$ cat src/rtl/pipelined_rca_adder.sv
// -----------------------------------------------------------------------------
// pipelined_rca_adder
//
// Streaming adder/subtractor built from chained single-bit full-adder cells.
// The WIDTH-bit operands are cut into STAGES segments of SEG bits. Each stage
// ripples one segment and registers its carry into the next stage. The
// critical route is therefore SEG full-adder delays instead of WIDTH.
//
// Each stage register r_a holds one word. Its low bits are sum segments that
// are already finished, and its high bits are operand-A bits still waiting for
// their stage. This one register does both the A skew and the sum deskew.
// Pending operand-B bits travel in a separate shrinking skew register
// (r_b_up). The MSBs of A and of the conditioned B ride alongside the data so
// that the overflow flag can be formed at the output.
//
// Ports
//   clk        in   system clock, rising edge
//   rst_n      in   asynchronous active-low reset; clears every register
//   en         in   pipeline advance enable; 0 freezes every register
//   in_valid   in   A/B/Cin/sub carry an operation this cycle
//   A, B       in   WIDTH-bit operands (unsigned or two's complement)
//   Cin        in   carry-in (add) / borrow-in (sub)
//   sub        in   0 = A + B + Cin, 1 = A - B - Cin
//   out_valid  out  S/Cout/ovf hold a result
//   S          out  sum / difference, modulo 2^WIDTH
//   Cout       out  carry-out (add) / not-borrow (sub)
//   ovf        out  signed two's-complement overflow
//
// Latency is STAGES enabled cycles. Throughput is one operation per enabled
// cycle.
// -----------------------------------------------------------------------------
module pipelined_rca_adder #(
  parameter int WIDTH  = 16,
  parameter int STAGES = 4
) (
  input  logic             clk,
  input  logic             rst_n,
  input  logic             en,
  input  logic             in_valid,
  input  logic [WIDTH-1:0] A,
  input  logic [WIDTH-1:0] B,
  input  logic             Cin,
  input  logic             sub,
  output logic             out_valid,
  output logic [WIDTH-1:0] S,
  output logic             Cout,
  output logic             ovf
);

  localparam int SEG = WIDTH / STAGES;
  localparam int MSB = WIDTH - 1;

  if (WIDTH < 1 || STAGES < 1 || STAGES > WIDTH || (WIDTH % STAGES) != 0) begin : g_param_check
    $error("pipelined_rca_adder: illegal WIDTH=%0d STAGES=%0d", WIDTH, STAGES);
  end

  // One full-adder cell; returns {carry_out, sum}.
  function automatic logic [1:0] full_adder(input logic a, input logic b, input logic ci);
    return {(a & b) | (ci & (a ^ b)), a ^ b ^ ci};
  endfunction

  // Subtraction is A + ~B + 1. The borrow-in is folded into the inverted
  // carry-in, so sub with Cin=1 yields A - B - 1.
  logic [WIDTH-1:0] w_b_eff;
  logic             w_c0;

  assign w_b_eff = sub ? ~B : B;
  assign w_c0    = sub ? ~Cin : Cin;

  for (genvar k = 0; k < STAGES; k++) begin : g_stage
    localparam int LO = k * SEG;      // first bit rippled by this stage
    localparam int BW = WIDTH - LO;   // operand-B bits still pending on entry

    logic [WIDTH-1:0] w_a_in;
    logic [BW-1:0]    w_b_in;         // w_b_in[0] is bit LO of the conditioned B
    logic             w_c_in;
    logic             w_v_in;
    logic             w_amsb_in;
    logic             w_bmsb_in;
    logic [WIDTH-1:0] w_a_next;
    logic             w_c_out;

    logic [WIDTH-1:0] r_a;
    logic             r_c;
    logic             r_v;
    logic             r_amsb;
    logic             r_bmsb;

    if (k == 0) begin : g_head
      assign w_a_in    = A;
      assign w_b_in    = w_b_eff;
      assign w_c_in    = w_c0;
      assign w_v_in    = in_valid;
      assign w_amsb_in = A[MSB];
      assign w_bmsb_in = w_b_eff[MSB];
    end else begin : g_link
      assign w_a_in    = g_stage[k-1].r_a;
      assign w_b_in    = g_stage[k-1].g_skew.r_b_up;
      assign w_c_in    = g_stage[k-1].r_c;
      assign w_v_in    = g_stage[k-1].r_v;
      assign w_amsb_in = g_stage[k-1].r_amsb;
      assign w_bmsb_in = g_stage[k-1].r_bmsb;
    end

    // Ripple this stage's segment. Every other bit of the word passes through
    // unchanged: finished sum bits below, pending A bits above.
    always_comb begin : p_ripple
      logic carry;
      // NOTE: every combinational output gets a full default before any
      // partial update; a path that skips an assignment would infer a latch.
      w_a_next = w_a_in;
      carry    = w_c_in;
      for (int i = 0; i < SEG; i++) begin
        {carry, w_a_next[LO+i]} = full_adder(w_a_in[LO+i], w_b_in[i], carry);
      end
      w_c_out = carry;
    end

    // The last stage consumes the remaining B bits itself, so it needs no skew.
    if (k < STAGES - 1) begin : g_skew
      logic [BW-SEG-1:0] r_b_up;

      always_ff @(posedge clk or negedge rst_n) begin
        if (!rst_n) begin
          r_b_up <= '0;
        end else if (en) begin
          r_b_up <= w_b_in[BW-1:SEG];
        end
      end
    end

    // NOTE: sequential state uses non-blocking assignments so every stage
    // samples its predecessor's pre-edge value. Data registers are reset along
    // with valid because the outputs must read zero during and after reset.
    always_ff @(posedge clk or negedge rst_n) begin
      if (!rst_n) begin
        r_a    <= '0;
        r_c    <= 1'b0;
        r_v    <= 1'b0;
        r_amsb <= 1'b0;
        r_bmsb <= 1'b0;
      end else if (en) begin
        r_a    <= w_a_next;
        r_c    <= w_c_out;
        r_v    <= w_v_in;
        r_amsb <= w_amsb_in;
        r_bmsb <= w_bmsb_in;
      end
    end
  end

  assign out_valid = g_stage[STAGES-1].r_v;
  assign S         = g_stage[STAGES-1].r_a;
  assign Cout      = g_stage[STAGES-1].r_c;
  // Overflow: both operands have the same sign and the result's sign differs.
  assign ovf       = (g_stage[STAGES-1].r_amsb == g_stage[STAGES-1].r_bmsb) &&
                     (S[MSB] != g_stage[STAGES-1].r_amsb);

endmodule

$ cat config.mk
export PLATFORM = sky130hd
export DESIGN_NAME = pipelined_rca_adder
export DESIGN_NICKNAME = d
export VERILOG_FILES = /design/src/rtl/pipelined_rca_adder.sv
export SDC_FILE = /design/constraint.sdc
export NUM_CORES = 1
export LEC_CHECK = 0
export BUFFER_PORTS_ARGS = -buffer_cell sky130_fd_sc_hd__buf_2
export CORE_UTILIZATION = 45
export DETAILED_ROUTE_END_ITERATION = 6
export SYNTH_ARGS = -nofsm -noshare
export SYNTH_HDL_FRONTEND = slang
export SYNTH_SLANG_ARGS = --single-unit
$ cat constraint.sdc
create_clock -name clk -period 2.7 [get_ports clk]
set_input_delay 0.135 -clock clk [delete_from_list [all_inputs] [get_ports clk]]
set_output_delay 0.135 -clock clk [all_outputs]
set_load 0.03 [all_outputs]
=== Yosys cells after proc, flatten, opt, wreduce, memory -nomap -nowiden ===
Cells that the tools add are included.

* Output and inout port bits: 19
* Bits of input ports: 38
* Register bits: 104
* Word-level logic and storage cells: 110

* Reductions and logical operators: 1
* Equality and inequality tests: 2
* Bitwise logic cells: 82
* Multiplexer cells: 2

{| class="wikitable"
|+ Operator list
! cell !! number
|-
| 1-bit AND || 32
|-
| 1-bit bitwise XOR || 32
|-
| 16-bit 2-to-1 mux || 1
|-
| 16-bit inverter || 1
|-
| 1-bit bitwise OR || 16
|-
| 1-bit equality test || 1
|-
| 1-bit logical AND || 1
|-
| 1-bit 2-to-1 mux || 1
|-
| 1-bit inequality test || 1
|-
| 1-bit inverter || 1
|}

=== Depth between registers and ports, before layout ===
* Depth in word-level cells: 11
* Mapped depth: 10
* Gate-level depth less buffers: 8

=== Least setup slack after synthesis ===
OpenSTA, ideal clock, no wires.

* Path type: input -> register
* Start: input port sub
* End: register g_stage[0].r_a[3]
* Data required time: 2.575 ns
* Arrival time: 2.432 ns
* Path slack: 0.143 ns
* Library setup time: 0.125 ns
* Cell stages on the path: 9
* Buffers on the path: 2
* Path through: buf_4 buf_6 xnor2_1 fa_1 fa_1 fa_1 inv_1 fa_1 mux2_4

* Cells in the longest elaborated chain, start to end: 9
* Elaborated cells on any way between the ends: 16
* Classes of those cells: 2 x mux; 14 x bitwise

{| class="wikitable"
|+ Ends and longest elaborated chain
! what !! RTL line !! source
|-
| start: declaration || 43 || <nowiki>input logic sub,</nowiki>
|-
| 16-bit 2-to-1 mux || 67 || <nowiki>assign w_b_eff = sub ? ~B : B;</nowiki>
|-
| 1-bit bitwise XOR || 59 || <nowiki>return {(a & b) | (ci & (a ^ b)), a ^ b ^ ci};</nowiki>
|-
| 1-bit AND || 59 ||
|-
| 1-bit bitwise OR || 59 ||
|-
| 1-bit AND || 59 ||
|-
| 1-bit bitwise OR || 59 ||
|-
| 1-bit AND || 59 ||
|-
| 1-bit bitwise OR || 59 ||
|-
| 1-bit bitwise XOR * || 59 ||
|-
| named net g_stage[0].w_a_next[3] || 80 || <nowiki>logic [WIDTH-1:0] w_a_next;</nowiki>
|-
| end signal: assignment || 143 || <nowiki>r_a <= w_a_next;</nowiki>
|-
| end: declaration || 83 || <nowiki>logic [WIDTH-1:0] r_a;</nowiki>
|}

The timed path passes the listed nets; every way through them passes the cells marked *.
A chain may end at the register's enable or synchronous reset.

=== Worst setup path after layout ===
* Start: register g_stage[1].r_a[8]
* End: register g_stage[2].r_a[11]

* Cells in the longest elaborated chain, start to end: 8
* Elaborated cells on any way between the ends: 9
* Classes of those cells: 9 x bitwise

{| class="wikitable"
|+ Ends and longest elaborated chain
! what !! RTL line
|-
| start: declaration || 83
|-
| start signal: assignment || 143
|-
| 1-bit bitwise XOR || 59
|-
| 1-bit AND || 59
|-
| 1-bit bitwise OR * || 59
|-
| 1-bit AND * || 59
|-
| 1-bit bitwise OR * || 59
|-
| 1-bit AND * || 59
|-
| 1-bit bitwise OR * || 59
|-
| 1-bit bitwise XOR * || 59
|-
| end signal: assignment || 143
|-
| end: declaration || 83
|}

Mark *: on every way between the ends. The rest lies on a longest branch, timed or not.

==> impl_results.html <==
<table>
<tr><th>Metric</th><th>Value</th></tr>
<tr><th colspan="2">Outcome</th></tr>
<tr><td>Run status</td><td>complete, no violations</td></tr>
<tr><th colspan="2">Worst setup path</th></tr>
<tr><td>Crit Reg-Reg Endpoint</td><td>g_stage[2].r_a[11]</td></tr>
<tr><td>Startpoint of the most critical setup path</td><td>g_stage[1].r_a[8]</td></tr>
<tr><td>FF-to-FF setup slack</td><td>0.58 ns</td></tr>
<tr><td>Startpoint of the lowest-slack register-to-register path</td><td>g_stage[1].r_a[8]</td></tr>
<tr><td>Type of origin of the critical path</td><td>flop</td></tr>
<tr><td>Number of cells traversed by the worst register-to-register path</td><td>8</td></tr>
<tr><td>CP Class</td><td>flop to flop</td></tr>
<tr><td>WP data arrival</td><td>2.39 ns</td></tr>
<tr><td>Critical path endpoint category</td><td>flop</td></tr>
<tr><td>Worst-path maximum fanout</td><td>2</td></tr>
<tr><td>Critical Path RT</td><td>2.98 ns</td></tr>
<tr><th colspan="2">Clock tree</th></tr>
<tr><td>Clock Root Buffer</td><td>clkbuf_8</td></tr>
<tr><td>Number of clock sinks</td><td>about 100</td></tr>
<tr><td>Clock insertion delay at the later pin of the skew report</td><td>about 0.35 ns</td></tr>
<tr><td>CTS tree</td><td>yes</td></tr>
<tr><td>Max clock buf depth</td><td>2</td></tr>
<tr><td>Number of H-tree branching levels</td><td>3</td></tr>
<tr><td>Clock buffer count from CTS</td><td>9</td></tr>
<tr><td>Number of resized instances in the post-cts repair step</td><td>0</td></tr>
<tr><td>Clock-pin transition on the worst setup and hold timing paths</td><td>0.10 ns</td></tr>
<tr><td>Post-CTS repair timing setup buffer count</td><td>0</td></tr>
<tr><td>Number of hold buffers added after cts</td><td>9</td></tr>
<tr><th colspan="2">STA</th></tr>
<tr><td>Worst slew margin relative to its limit</td><td>31.1%</td></tr>
<tr><td>RSZ-0062 raised after global routing</td><td>false</td></tr>
<tr><td>Setup Viol. Count Final</td><td>0</td></tr>
<tr><td>Number of failing hold endpoints at the final stage</td><td>0</td></tr>
<tr><td>Final critical delay including setup and external delays</td><td>~2.1 ns</td></tr>
<tr><td>Skew final</td><td>approximately 0.0094 ns</td></tr>
<tr><td>Pins Over Slew Limit</td><td>0</td></tr>
<tr><td>Setup tns final</td><td>0 ns</td></tr>
<tr><td>Period utilisation layout</td><td>78.4%</td></tr>
<tr><td>Transition at the pin with the smallest max-transition slack</td><td>approximately 1.0 ns</td></tr>
<tr><td>Peak clock frequency supported by timing</td><td>around 470 MHz</td></tr>
<tr><th colspan="2">Cells and area</th></tr>
<tr><td>Share of post-route cells with drive strength above 1</td><td>between 30% and 40%</td></tr>
<tr><td>Number of antenna diodes</td><td>0</td></tr>
<tr><td>Area growth from synthesis to layout</td><td>15.1%</td></tr>
<tr><td>Multi-input gate area in the final layout</td><td>1590 sq um</td></tr>
<tr><td>Count of fill cells added during filler insertion</td><td>830</td></tr>
<tr><td>Final net count</td><td>~430</td></tr>
<tr><td>Register cell area after layout</td><td>2450 sq um</td></tr>
<tr><th colspan="2">Pwr</th></tr>
<tr><td>Largest vdd supply drop</td><td>0.253 mV</td></tr>
<tr><td>Total power</td><td>between 4 and 5 mW</td></tr>
<tr><td>Sw Share</td><td>32.3%</td></tr>
<tr><td>Power density over the cells</td><td>827 nW/um^2</td></tr>
<tr><td>Sw power</td><td>1.32 mW</td></tr>
<tr><td>Design internal power</td><td>around 2.8 mW</td></tr>
<tr><td>Share of total power in combinational logic</td><td>28.4%</td></tr>
<tr><td>Share of total power in sequential cells</td><td>50.8%</td></tr>
<tr><td>Cell leakage power</td><td>2.34 nW</td></tr>
<tr><td>Clk pwr share</td><td>20.8%</td></tr>
<tr><th colspan="2">Floorplan</th></tr>
<tr><td>Die Y</td><td>99.7 microns</td></tr>
<tr><td>Total Die Area</td><td>9940 sq um</td></tr>
<tr><td>Number of I/O pins</td><td>57</td></tr>
<tr><td>Number of cell rows</td><td>35</td></tr>
<tr><td>Starting Density</td><td>a little under half</td></tr>
<tr><td>Horizontal die dimension</td><td>~100 microns</td></tr>
<tr><td>Core Footprint</td><td>between 9000 and 10,000 sq um</td></tr>
<tr><th colspan="2">Drt</th></tr>
<tr><td>Routed wire length</td><td>6.23 mm</td></tr>
<tr><td>Starting DRT DRC Count</td><td>73</td></tr>
<tr><td>DRC viols</td><td>0</td></tr>
<tr><td>Pre-Repair DR Iteration Count</td><td>4</td></tr>
<tr><td>Via-to-Cell Ratio</td><td>4.49</td></tr>
<tr><td>Remaining antenna violation count after routing</td><td>0</td></tr>
<tr><td>Final routed wire length divided by cell count</td><td>about 12 microns</td></tr>
<tr><td>Number of vias in the routed layout</td><td>2,274</td></tr>
<tr><th colspan="2">Synthesis</th></tr>
<tr><td>Post-synthesis instance area</td><td>4290 sq um</td></tr>
<tr><td>Yosys warning count</td><td>0</td></tr>
<tr><td>Number of library cell types mapped by synthesis</td><td>18</td></tr>
<tr><td>Average cell area after synthesis</td><td>between 10 and 15 sq um</td></tr>
<tr><td>Number of nets produced by synthesis</td><td>361</td></tr>
<tr><td>Sequential fraction of the synthesis area</td><td>57.1%</td></tr>
<tr><td>Syn Inst Count</td><td>307</td></tr>
<tr><td>Synthesis-stage register bit count</td><td>98</td></tr>
<tr><th colspan="2">Placed design</th></tr>
<tr><td>Routability congestion estimate from global placement</td><td>roughly 0.72</td></tr>
<tr><td>Placed wire-length estimate after detailed placement</td><td>4.30 mm</td></tr>
<tr><td>Number of buffers inserted by port buffering</td><td>56</td></tr>
<tr><th colspan="2">Global routing</th></tr>
<tr><td>Antenna violations before repair</td><td>0</td></tr>
<tr><td>Wire length of the first global-routing pass</td><td>10.8 mm</td></tr>
<tr><td>Overall fraction of global-route tracks in use</td><td>~14%</td></tr>
<tr><td>Vias in the first global route</td><td>2,262</td></tr>
<tr><td>Maximum number of pins on one net before global-route repair</td><td>86</td></tr>
<tr><td>Grt ovf</td><td>0</td></tr>
<tr><th colspan="2">Min path</th></tr>
<tr><td>End point of the most critical hold path</td><td>g_stage[0].r_a[4]</td></tr>
<tr><td>Instance count along the most critical hold path</td><td>3</td></tr>
<tr><td>Min-Delay Startpoint</td><td>A[4]</td></tr>
<tr><td>Worst hold path type</td><td>primary input to flop</td></tr>
<tr><th colspan="2">Job</th></tr>
<tr><td>Max Cap Violations</td><td>0</td></tr>
</table>
[power by group through the flow]
| stage | clock network, mW | logic (mW) | registers, mW |
|---|---|---|---|
| 3_3_place_gp | 0 | 1.15 | 2.10 |
| 5_1_grt | 0.955 | 1.29 | 2.14 |
| 4_1_cts | 0.890 | 1.19 | 2.08 |
| 2_1_floorplan | 0 | 0.598 | 2.32 |
| 6_report | 0.848 | 1.16 | 2.08 |
| 3_5_place_dp | 0 | 1.18 | 2.11 |
[per-stage QoR]
| step | hold slack, ns | std cells | utilization (%) | setup WS (ns) | area [sq um] |
|---|---|---|---|---|---|
| global placement | 0.364 | 481 | 50.5 | 0.266 | 4670 |
| floorplan | -0.161 | 307 | - | 0.143 | 4290 |
| CTS | 0.00560 | 506 | 53.5 | 0.554 | 4940 |
| global route | 0.00550 | 506 | 53.5 | 0.416 | 4940 |
| detailed placement | 0.370 | 481 | 50.5 | 0.232 | 4670 |
| finish | 0.0236 | 506 | 53.5 | 0.582 | 4940 |
[sequential cells by signal (all words and copies together), names as in the netlist]
register,flops
g_stage.r_a,48
out_valid,1
g_stage.r_v,3
g_stage.r_c,3
S,16
g_stage.g_skew.r_b_up,23
g_stage.r_amsb,1
g_stage.r_bmsb,2
Cout,1
[synth_stat cells (all sizes together)]
cell    instances  share of area, %
a21oi          13               1.5
mux2           63                18
buf            15               2.7
nor2           13               1.1
xnor2          16               3.3
o21ai          11               1.3
o22ai           1              0.15
dfrtp          98                57
xor2            1              0.20
fa             16               7.5
nand2          12               1.0
clkbuf          1              0.12
inv            35               3.1
mux2i          11               2.6
nand2b          1              0.15
[cell type report]
type	instances	share of cell area, %
Multi-Input combinational cell	158	32.2
Timing Repair Buffer	70	8.61
Inverter	35	2.66
Clock inverter	5	0.785
Sequential cell	98	49.6
Clock buffer	11	2.86
Tap cell	129	3.27
[cell families (layout without fill, tap and decap cells)]
kind of cell,count (synthesis),count (layout),share of synthesized area (%)
DFF,98,98,57.1
muxes,74,74,20.8
buffers and inverters,51,121,5.86
and+or+nand+nor,26,26,2.33
AOI/OAI and AO/OA,25,25,2.94
xor gates and xnor gates,17,17,3.47
adders and majority gates,16,16,7.46
[layout by cell type (no fill, tap or decap), types with 9 or more instances in the layout]
master          n
a21oi_1        13
buf_2          54
clkbuf_8       10
dfrtp_1        98
dlygate4sd3_1   9
fa_1           16
inv_1          35
mux2_2         43
mux2_4         20
mux2i_1        11
nand2_1        12
nor2_1         13
o21ai_0        11
xnor2_1        16
[critical path, stage by stage, from the launching register on]
cell and delay [ns]:
dfrtp_1 0.41, fa_1 0.41, inv_1 0.07, fa_1 0.15
inv_1 0.04, fa_1 0.35, inv_1 0.07, fa_1 0.40
mux2i_1 0.13
[layer usage]
layer | up-vias | GRT usage, % | wire length [microns]
li1 | 1113 | - | -
met5 | - | 0 | 0
met1 | 1119 | 20.9 | 3140
met3 | 9 | 2.81 | 212
met2 | 33 | 20.0 | 2760
met4 | 0 | 7.13 | 119
[how the worst max path moves through the flow]
| stage | endpoint | slack [ns] | cells past startpoint |
|---|---|---|---|
| after global placement | g_stage[0].r_a[3] | 0.27 | 8 |
| after detailed placement | g_stage[0].r_a[3] | 0.23 | 8 |
| after floorplan | g_stage[0].r_a[3] | 0.14 | 9 |
| after global routing | S[15] | 0.42 | 8 |
| final | g_stage[2].r_a[11] | 0.58 | 8 |
| after CTS | g_stage[2].r_a[11] | 0.55 | 8 |
No activity file was read; power rests on OpenSTA's default activity.
